--- config.mk ---
export PLATFORM = sky130hd
export DESIGN_NAME = addmul_acc_pipe
export DESIGN_NICKNAME = d
export VERILOG_FILES = /design/src/rtl/addmul_acc_pipe.sv
export SDC_FILE = /design/constraint.sdc
export NUM_CORES = 1
export LEC_CHECK = 0
export ABC_AREA = 1
export ABC_CLOCK_PERIOD_IN_PS = 5740
export CORE_ASPECT_RATIO = 1.1
export CORE_MARGIN = 8
export CORE_UTILIZATION = 40
export DETAILED_ROUTE_END_ITERATION = 6
export PLACE_DENSITY = 0.66
export REMOVE_ABC_BUFFERS = 1
export SYNTH_ARGS = -nofsm -noshare
export SYNTH_HDL_FRONTEND = slang
export SYNTH_SLANG_ARGS = --single-unit
--- constraint.sdc ---
create_clock -name clk -period 5.74 [get_ports clk]
set_input_delay 1.435 -clock clk [delete_from_list [all_inputs] [get_ports clk]]
set_output_delay 1.435 -clock clk [all_outputs]
set_load 0.005 [all_outputs]
--- src/rtl/addmul_acc_pipe.sv ---
// Three-stage clock-enabled (a+b)*c pipeline.
// Optional batch accumulation with saturation and a sticky overflow flag.
module addmul_acc_pipe #(
    parameter int W      = 8,
    parameter int ACC_W  = 24,
    parameter int CNT_W  = 8,
    parameter int SIGNED = 0
) (
    input  logic             clk,
    input  logic             rst_n,
    input  logic             ce,
    input  logic             clr,
    input  logic             in_valid,
    input  logic [W-1:0]     a,
    input  logic [W-1:0]     b,
    input  logic [W-1:0]     c,
    input  logic             mode,
    input  logic [CNT_W-1:0] acc_len,
    output logic [W:0]       sum_res,
    output logic [ACC_W-1:0] y,
    output logic             out_valid,
    output logic             ovf
);
    localparam int PW = 2*W + 1;
    localparam logic [ACC_W-1:0] SAT_HI = (SIGNED != 0) ? {1'b0, {(ACC_W-1){1'b1}}} : {ACC_W{1'b1}};
    localparam logic [ACC_W-1:0] SAT_LO = (SIGNED != 0) ? {1'b1, {(ACC_W-1){1'b0}}} : {ACC_W{1'b0}};
    localparam logic [CNT_W-1:0] ONE    = {{(CNT_W-1){1'b0}}, 1'b1};

    logic [W-1:0]     c_r;
    logic             mode1_r, v1_r, mode2_r, v2_r;
    logic [PW-1:0]    prod_r;
    logic [ACC_W-1:0] acc_r;
    logic [CNT_W-1:0] cnt_r, len_r;

    logic [W:0]       sum_s;
    logic [PW-1:0]    prod_s;
    logic [ACC_W-1:0] prod_ext_s, total_s;
    logic             sat_s, last_s;
    logic [CNT_W-1:0] eff_len_s;

    function automatic logic [W:0] ext_op(input logic [W-1:0] v);
        if (SIGNED != 0) ext_op = {v[W-1], v};
        else             ext_op = {1'b0, v};
    endfunction

    function automatic logic [PW-1:0] ext_sum(input logic [W:0] v);
        if (SIGNED != 0) ext_sum = {{(PW-W-1){v[W]}}, v};
        else             ext_sum = {{(PW-W-1){1'b0}}, v};
    endfunction

    function automatic logic [PW-1:0] ext_mul(input logic [W-1:0] v);
        if (SIGNED != 0) ext_mul = {{(PW-W){v[W-1]}}, v};
        else             ext_mul = {{(PW-W){1'b0}}, v};
    endfunction

    function automatic logic [ACC_W-1:0] ext_prod(input logic [PW-1:0] v);
        if (SIGNED != 0) ext_prod = ACC_W'($signed(v));
        else             ext_prod = ACC_W'(v);
    endfunction

    // Returns {saturated, clamped sum}; one guard bit detects range overflow.
    function automatic logic [ACC_W:0] sat_add(input logic [ACC_W-1:0] x, input logic [ACC_W-1:0] p);
        logic [ACC_W:0] wide;
        if (SIGNED != 0) begin
            wide = {x[ACC_W-1], x} + {p[ACC_W-1], p};
            if (wide[ACC_W] != wide[ACC_W-1]) sat_add = {1'b1, (wide[ACC_W] ? SAT_LO : SAT_HI)};
            else                              sat_add = {1'b0, wide[ACC_W-1:0]};
        end else begin
            wide = {1'b0, x} + {1'b0, p};
            if (wide[ACC_W]) sat_add = {1'b1, SAT_HI};
            else             sat_add = {1'b0, wide[ACC_W-1:0]};
        end
    endfunction

    // Datapath arithmetic and batch-boundary decode.
    always_comb begin
        sum_s               = ext_op(a) + ext_op(b);
        prod_s              = ext_sum(sum_res) * ext_mul(c_r);
        prod_ext_s          = ext_prod(prod_r);
        {sat_s, total_s}    = sat_add(acc_r, prod_ext_s);
        eff_len_s           = len_r;
        if (cnt_r == {CNT_W{1'b0}}) begin
            if (acc_len == {CNT_W{1'b0}}) eff_len_s = ONE;
            else                          eff_len_s = acc_len;
        end else begin
            eff_len_s = len_r;
        end
        last_s = (cnt_r == (eff_len_s - ONE));
    end

    // Stages 1 and 2: sum, then product, each with its valid and mode.
    always_ff @(posedge clk or negedge rst_n) begin
        if (!rst_n) begin
            sum_res <= {(W+1){1'b0}};
            c_r     <= {W{1'b0}};
            mode1_r <= 1'b0;
            v1_r    <= 1'b0;
            prod_r  <= {PW{1'b0}};
            mode2_r <= 1'b0;
            v2_r    <= 1'b0;
        end else if (ce) begin
            sum_res <= sum_s;
            c_r     <= c;
            mode1_r <= mode;
            v1_r    <= in_valid;
            prod_r  <= prod_s;
            mode2_r <= mode1_r;
            v2_r    <= v1_r;
        end
    end

    // Stage 3: output and accumulate; clr overrides batch state even when stalled.
    always_ff @(posedge clk or negedge rst_n) begin
        if (!rst_n) begin
            y         <= {ACC_W{1'b0}};
            out_valid <= 1'b0;
            ovf       <= 1'b0;
            acc_r     <= {ACC_W{1'b0}};
            cnt_r     <= {CNT_W{1'b0}};
            len_r     <= {CNT_W{1'b0}};
        end else begin
            if (ce) begin
                if (v2_r && !mode2_r) begin
                    y         <= prod_ext_s;
                    out_valid <= 1'b1;
                end else if (v2_r && !clr) begin
                    if (cnt_r == {CNT_W{1'b0}}) len_r <= eff_len_s;
                    if (sat_s) ovf <= 1'b1;
                    if (last_s) begin
                        y         <= total_s;
                        out_valid <= 1'b1;
                        acc_r     <= {ACC_W{1'b0}};
                        cnt_r     <= {CNT_W{1'b0}};
                    end else begin
                        acc_r     <= total_s;
                        cnt_r     <= cnt_r + ONE;
                        out_valid <= 1'b0;
                    end
                end else begin
                    out_valid <= 1'b0;
                end
            end
            if (clr) begin
                acc_r <= {ACC_W{1'b0}};
                cnt_r <= {CNT_W{1'b0}};
                ovf   <= 1'b0;
            end
        end
    end
endmodule

; ---- Word-level counts from Yosys, hierarchy flattened
; Index checks and enable logic that the tools add are counted.
; Widths: inputs -> output; s select.
[classes]
muxes = 24
n_addsub = 4
bitwise_logic = 1
multipliers = 1
reduce_logical = 15
n_eq_ne = 2
[op_table]
columns = op, n
row1 = $mux 24, 8
row2 = $mux 8, 7
row3 = $add 24x17->25, 1
row4 = $mux 25, 1
row5 = $mul 9x8->17, 1
row6 = $logic_not 8->1, 2
row7 = $reduce_bool 2->1, 5
row8 = $add 8x8->9, 1
row9 = $add 8x1->8 const B, 1
row10 = $eq 8x8->1, 1
row11 = $mux 1, 8
row12 = $reduce_and 4->1, 2
row13 = $sub 8x1->8 const B, 1
row14 = $reduce_and 3->1, 2
row15 = $logic_and 1x1->1, 2
row16 = $logic_not 1->1, 2
row17 = $ne 2x2->1 const B, 1
row18 = $not 1->1, 1
[word_totals]
word_cells = 60
register_bits = 104

; ---- Logic depth before layout (Yosys ltp)
[depth]
word_depth = 10
ltp_mapped = 21
ltp_nobuf = 20

; ---- Worst setup path after synthesis
; OpenSTA, ideal clock, no wires.
[synth_path]
path_kind = flip-flop to flip-flop
startpoint = register sum_res[3]
endpoint = register prod_r[14]
t_arrival_ns = 4.144
required_time_ns = 5.657
period_less_slack_ns = 4.227
setup_slack_ns = 1.513
path_stages_with_launch = 17
path_buffers = 1
path_cell_list = dfrtp_1 clkbuf_1 nand2_1 inv_1 fa_1 fa_1 fa_1 inv_1 fa_1 inv_1 ha_1 a21oi_1 o221ai_1 a21boi_0 o21ai_0 xor2_1 o21ai_0
[synth_via]
elab_chain_cells = 1
[synth_lines]
columns = item, line
row1 = from (decl), 19  ; output logic [W:0] sum_res,
row2 = from (signal assigned), 94  ; sum_res <= {(W+1){1'b0}};
row3 = from (signal assigned), 102  ; sum_res <= sum_s;
row4 = $mul 9x8->17, 78  ; prod_s = ext_sum(sum_res) * ext_mul(c_r);
row5 = to (signal assigned), 98  ; prod_r <= {PW{1'b0}};
row6 = to (signal assigned), 106  ; prod_r <= prod_s;
row7 = to (decl), 31  ; logic [PW-1:0] prod_r;
; No other way between the ends.
; A chain may end at the register's enable or synchronous reset.

; ---- Worst setup path in the final report
[layout_path]
startpoint = register sum_res[3]
endpoint = register prod_r[16]
; The elaborated chain is that of the path after synthesis.

==> impl_metrics.env <==
export IMPL_synth_edf_count=0
export IMPL_vias_per_inst=4.84
export IMPL_clock_path_buffers=2
export IMPL_grt_antenna_before_repair=1
export IMPL_regToRegStartpoint="sum_res[3]"
export IMPL_timing_critical_path_fanout_max=10
export IMPL_via_count_of_the_first_global_routing_pass=7573
export IMPL_detailedPlacementHpwl_um=16600
export IMPL_pin_count_of_the_biggest_net_entering_global_routing=73
export IMPL_hold_depth=2
export IMPL_floorplan_initialDensity_pct=40.4
export IMPL_cpMaxStageDelayCell="sky130_fd_sc_hd__dfrtp_1"
export IMPL_floorplan_rows=57
export IMPL_port_buffer_count=72
export IMPL_hp_class="reg -> reg"
export IMPL_cts_sink_count=104
export IMPL_fmax_ghz=0.224
export IMPL_clock_tree_from_tritoncts="built"
export IMPL_drt_pass1_iter_count=4
export IMPL_wl_per_cell_um=13.5
export IMPL_rr_worst_depth=15
export IMPL_drcViolationCount=0
export IMPL_nNetsFinal=1436
export IMPL_timing_max_transition_violations_final=0
export IMPL_drtAntennaViolNets=0
export IMPL_layout_drive_gt1_share_pct=4.64
export IMPL_worstPathCellList="nand2_1 > inv_1 > fa_1 > fa_1 > fa_1 > inv_1 > fa_1 > inv_1 > ha_1 > a21oi_1 > o221ai_1 > a21boi_0 > o21ai_0 > xor2_1 > o21ai_0"
export IMPL_worstPathArrival_ns=4.75
export IMPL_power_density_mw_per_mm2=352
export IMPL_yosys_top_cell_area_share_pct=29.4
export IMPL_count_of_final_setup_violators=0
export IMPL_worst_slew_pin_slew_ns=0.950
export IMPL_finalWeightedCongestion=0.884
export IMPL_max_vdd_ir_drop_uv=165
export IMPL_synthDistinctLibCells=37
export IMPL_crit_path_category="reg -> reg"
export IMPL_drt_initial_drc_count=362
export IMPL_total_leakage_power_nw=5.54
export IMPL_skew_ns=0.00850
export IMPL_layout_area_growth_over_synthesis_pct=14.1
export IMPL_hold_viol_final=0
export IMPL_per_instance_average_area_after_synthesis_um2=7.12
export IMPL_rsz0062_at_grt="false"
export IMPL_ys_flop_type="sky130_fd_sc_hd__dfrtp_1"
export IMPL_grt_total_usage_pct=16.7
export IMPL_timing_critical_path_mode_cell="sky130_fd_sc_hd__fa_1"
export IMPL_ioPinCount=73
export IMPL_finalSetupTns_ns=0
export IMPL_asyncSetResetFlopFracSynth_pct=100
export IMPL_detailroute_via_count=7696
export IMPL_sequential_fraction_of_the_synthesis_area_pct=29.4
export IMPL_cts_made_buffers=9
export IMPL_globalRoute_totalOverflow=0
export IMPL_synth_top_cells_by_area="sky130_fd_sc_hd__dfrtp_1 29%, sky130_fd_sc_hd__nand2_1 17%, sky130_fd_sc_hd__fa_1 9.9%"
export IMPL_insertion_delay_ns=0.35
export IMPL_fillers=2250
export IMPL_critPathRequiredTime_ns=6.02
export IMPL_die_width_um=158
export IMPL_post_cts_setup_buffers=0
export IMPL_cts_root_buffer="sky130_fd_sc_hd__clkbuf_16"
export IMPL_yosys_area_top_type="sky130_fd_sc_hd__dfrtp_1"
export IMPL_worstHoldEndpoint="y[19]"
export IMPL_cts_hold_buf=0
export IMPL_syn_inst=1244
export IMPL_min_period_ns=4.47
export IMPL_utilization_pct=46.2
export IMPL_worst_path_dominant_cell_family="adder cells"
export IMPL_crit_path_end_kind="flip-flop"
export IMPL_ctsResizeCount=0
export IMPL_placeableCoreArea_mm2=0.0219
export IMPL_startpoint_type="flip-flop"
export IMPL_slowest_delay_ns=0.57
export IMPL_synth_cell_area_mm2=0.00886
export IMPL_timing_critical_path_buf_inv=3
export IMPL_max_cap_violations=0
export IMPL_hold_start="y[19]"
export IMPL_flop_to_flop_setup_slack_ns=1.27
export IMPL_yosys_cell_count_top_type="sky130_fd_sc_hd__nand2_1"
export IMPL_ys_warn_count=0
export IMPL_die_h_um=172
export IMPL_h_tree_depth=3
export IMPL_status="finished, final reports clean"
export IMPL_ys_seq_elements=104
export IMPL_layout_worst_path_cycle_share_pct=77.9
export IMPL_routed_wirelength_um=21500
export IMPL_worst_setup_hold_path_clk_slew_ns=0.07
export IMPL_slew_headroom_pct=36.6
export IMPL_synth_top_cells_by_count="405 x sky130_fd_sc_hd__nand2_1, 198 x sky130_fd_sc_hd__inv_1, 104 x sky130_fd_sc_hd__dfrtp_1"
export IMPL_grt_first_pass_wirelength_um=36600
export IMPL_rr_endpoint="prod_r[16]"
export IMPL_design_die_area_mm2=0.0272
[cell type report]
| cell class | count | area [µm²] | area share, % |
|---|---|---|---|
| well taps | 295 | 369 | 3.65 |
| clock inverters | 3 | 65.1 | 0.644 |
| diodes | 1 | 2.50 | 0.0248 |
| multi-input cells | 888 | 5270 | 52.2 |
| repair buffers | 78 | 758 | 7.50 |
| clock buffers | 12 | 256 | 2.54 |
| flip-flops and latches | 104 | 2600 | 25.8 |
| inverters | 208 | 781 | 7.73 |
[worst max-delay path by stage]
| stage | from | end | slack [ns] | cells after the start |
|---|---|---|---|---|
| 2_1_floorplan | sum_res[1] | prod_r[16] | 1.58 | 15 |
| 3_3_place_gp | sum_res[2] | prod_r[16] | 1.31 | 15 |
| 3_5_place_dp | sum_res[3] | prod_r[14] | 1.21 | 15 |
| 4_1_cts | sum_res[3] | prod_r[14] | 1.21 | 15 |
| 5_1_grt | sum_res[3] | prod_r[14] | 0.94 | 15 |
| 6_report | sum_res[3] | prod_r[16] | 1.27 | 15 |
[metrics by stage]
| step | instances | power (W) | hold WS [ns] | area, µm² | setup slack, ns |
|---|---|---|---|---|---|
| after floorplan | 1200 | 0.00236 | 0.442 | 8650 | 1.58 |
| after global placement | 1573 | 0.00287 | 0.452 | 9780 | 1.31 |
| after detailed placement | 1573 | 0.00290 | 0.459 | 9780 | 1.21 |
| after CTS | 1588 | 0.00361 | 0.475 | 10100 | 1.21 |
| after global routing | 1588 | 0.00394 | 0.497 | 10100 | 0.938 |
| final | 1589 | 0.00356 | 0.471 | 10100 | 1.27 |
[where the power goes]
part           switching (W)  total (W)  leakage, nW  internal (W)
sequential          0.000140    0.00103         1.36      0.000889
combinational        0.00108    0.00185         4.02      0.000767
clock               0.000282   0.000686        0.159      0.000404
[registers in the layout, indices dropped and copies added (netlist names)]
name and cells:
v2_r 1, ovf 1, c_r 8, cnt_r 8, prod_r 17, acc_r 24
sum_res 9, mode2_r 1, y 24, out_valid 1, len_r 8, v1_r 1
mode1_r 1
[worst register-to-register path: stages, from the launching register on]
cell	delay, ns
sky130_fd_sc_hd__dfrtp_1	0.57
sky130_fd_sc_hd__nand2_1	0.09
sky130_fd_sc_hd__inv_1	0.09
sky130_fd_sc_hd__fa_1	0.45
sky130_fd_sc_hd__fa_1	0.53
sky130_fd_sc_hd__fa_1	0.55
sky130_fd_sc_hd__inv_1	0.06
sky130_fd_sc_hd__fa_1	0.52
sky130_fd_sc_hd__inv_1	0.04
sky130_fd_sc_hd__ha_1	0.36
sky130_fd_sc_hd__a21oi_1	0.17
sky130_fd_sc_hd__o221ai_1	0.17
sky130_fd_sc_hd__a21boi_0	0.36
sky130_fd_sc_hd__o21ai_0	0.15
sky130_fd_sc_hd__xor2_1	0.15
sky130_fd_sc_hd__o21ai_0	0.14
[routing by layer]
| metal | vias up | share of wire [%] | GRT usage (%) |
|---|---|---|---|
| li1 | 3975 | - | - |
| met1 | 3586 | 45 | 20.3 |
| met2 | 113 | 50 | 30.1 |
| met3 | 22 | 4.0 | 3.15 |
| met4 | 0 | 1.2 | 3.65 |
| met5 | - | 0 | 0 |
[kinds of logic after synthesis]
family / Yosys count / share of synthesized area [%]
buf+inv: 252 / 11.1
flops: 104 / 29.4
compound gates: 142 / 8.51
fa+ha+maj: 109 / 19.1
simple gates: 614 / 29.6
xor+xnor: 23 / 2.27
[cell usage in the layout, fill, tap and decap left out, drive strengths merged]
cell type        n
a21oi           42
a31oi            1
or2              6
nand3b           2
dfrtp          104
a21o             1
clkinv           3
ha              65
clkbuf          12
buf              8
o221ai           1
bufinv           2
o21a             4
xnor2            9
nand3          102
fa              44
nand2          419
a21boi           2
inv            206
o31ai            2
o21ai           79
xor2            14
and2             2
o22ai            8
nand4           13
o21bai           2
clkdlybuf4s50   70
nor2            63
nor3             7
diode            1
Note: power is estimated with default switching activity, not from simulation.
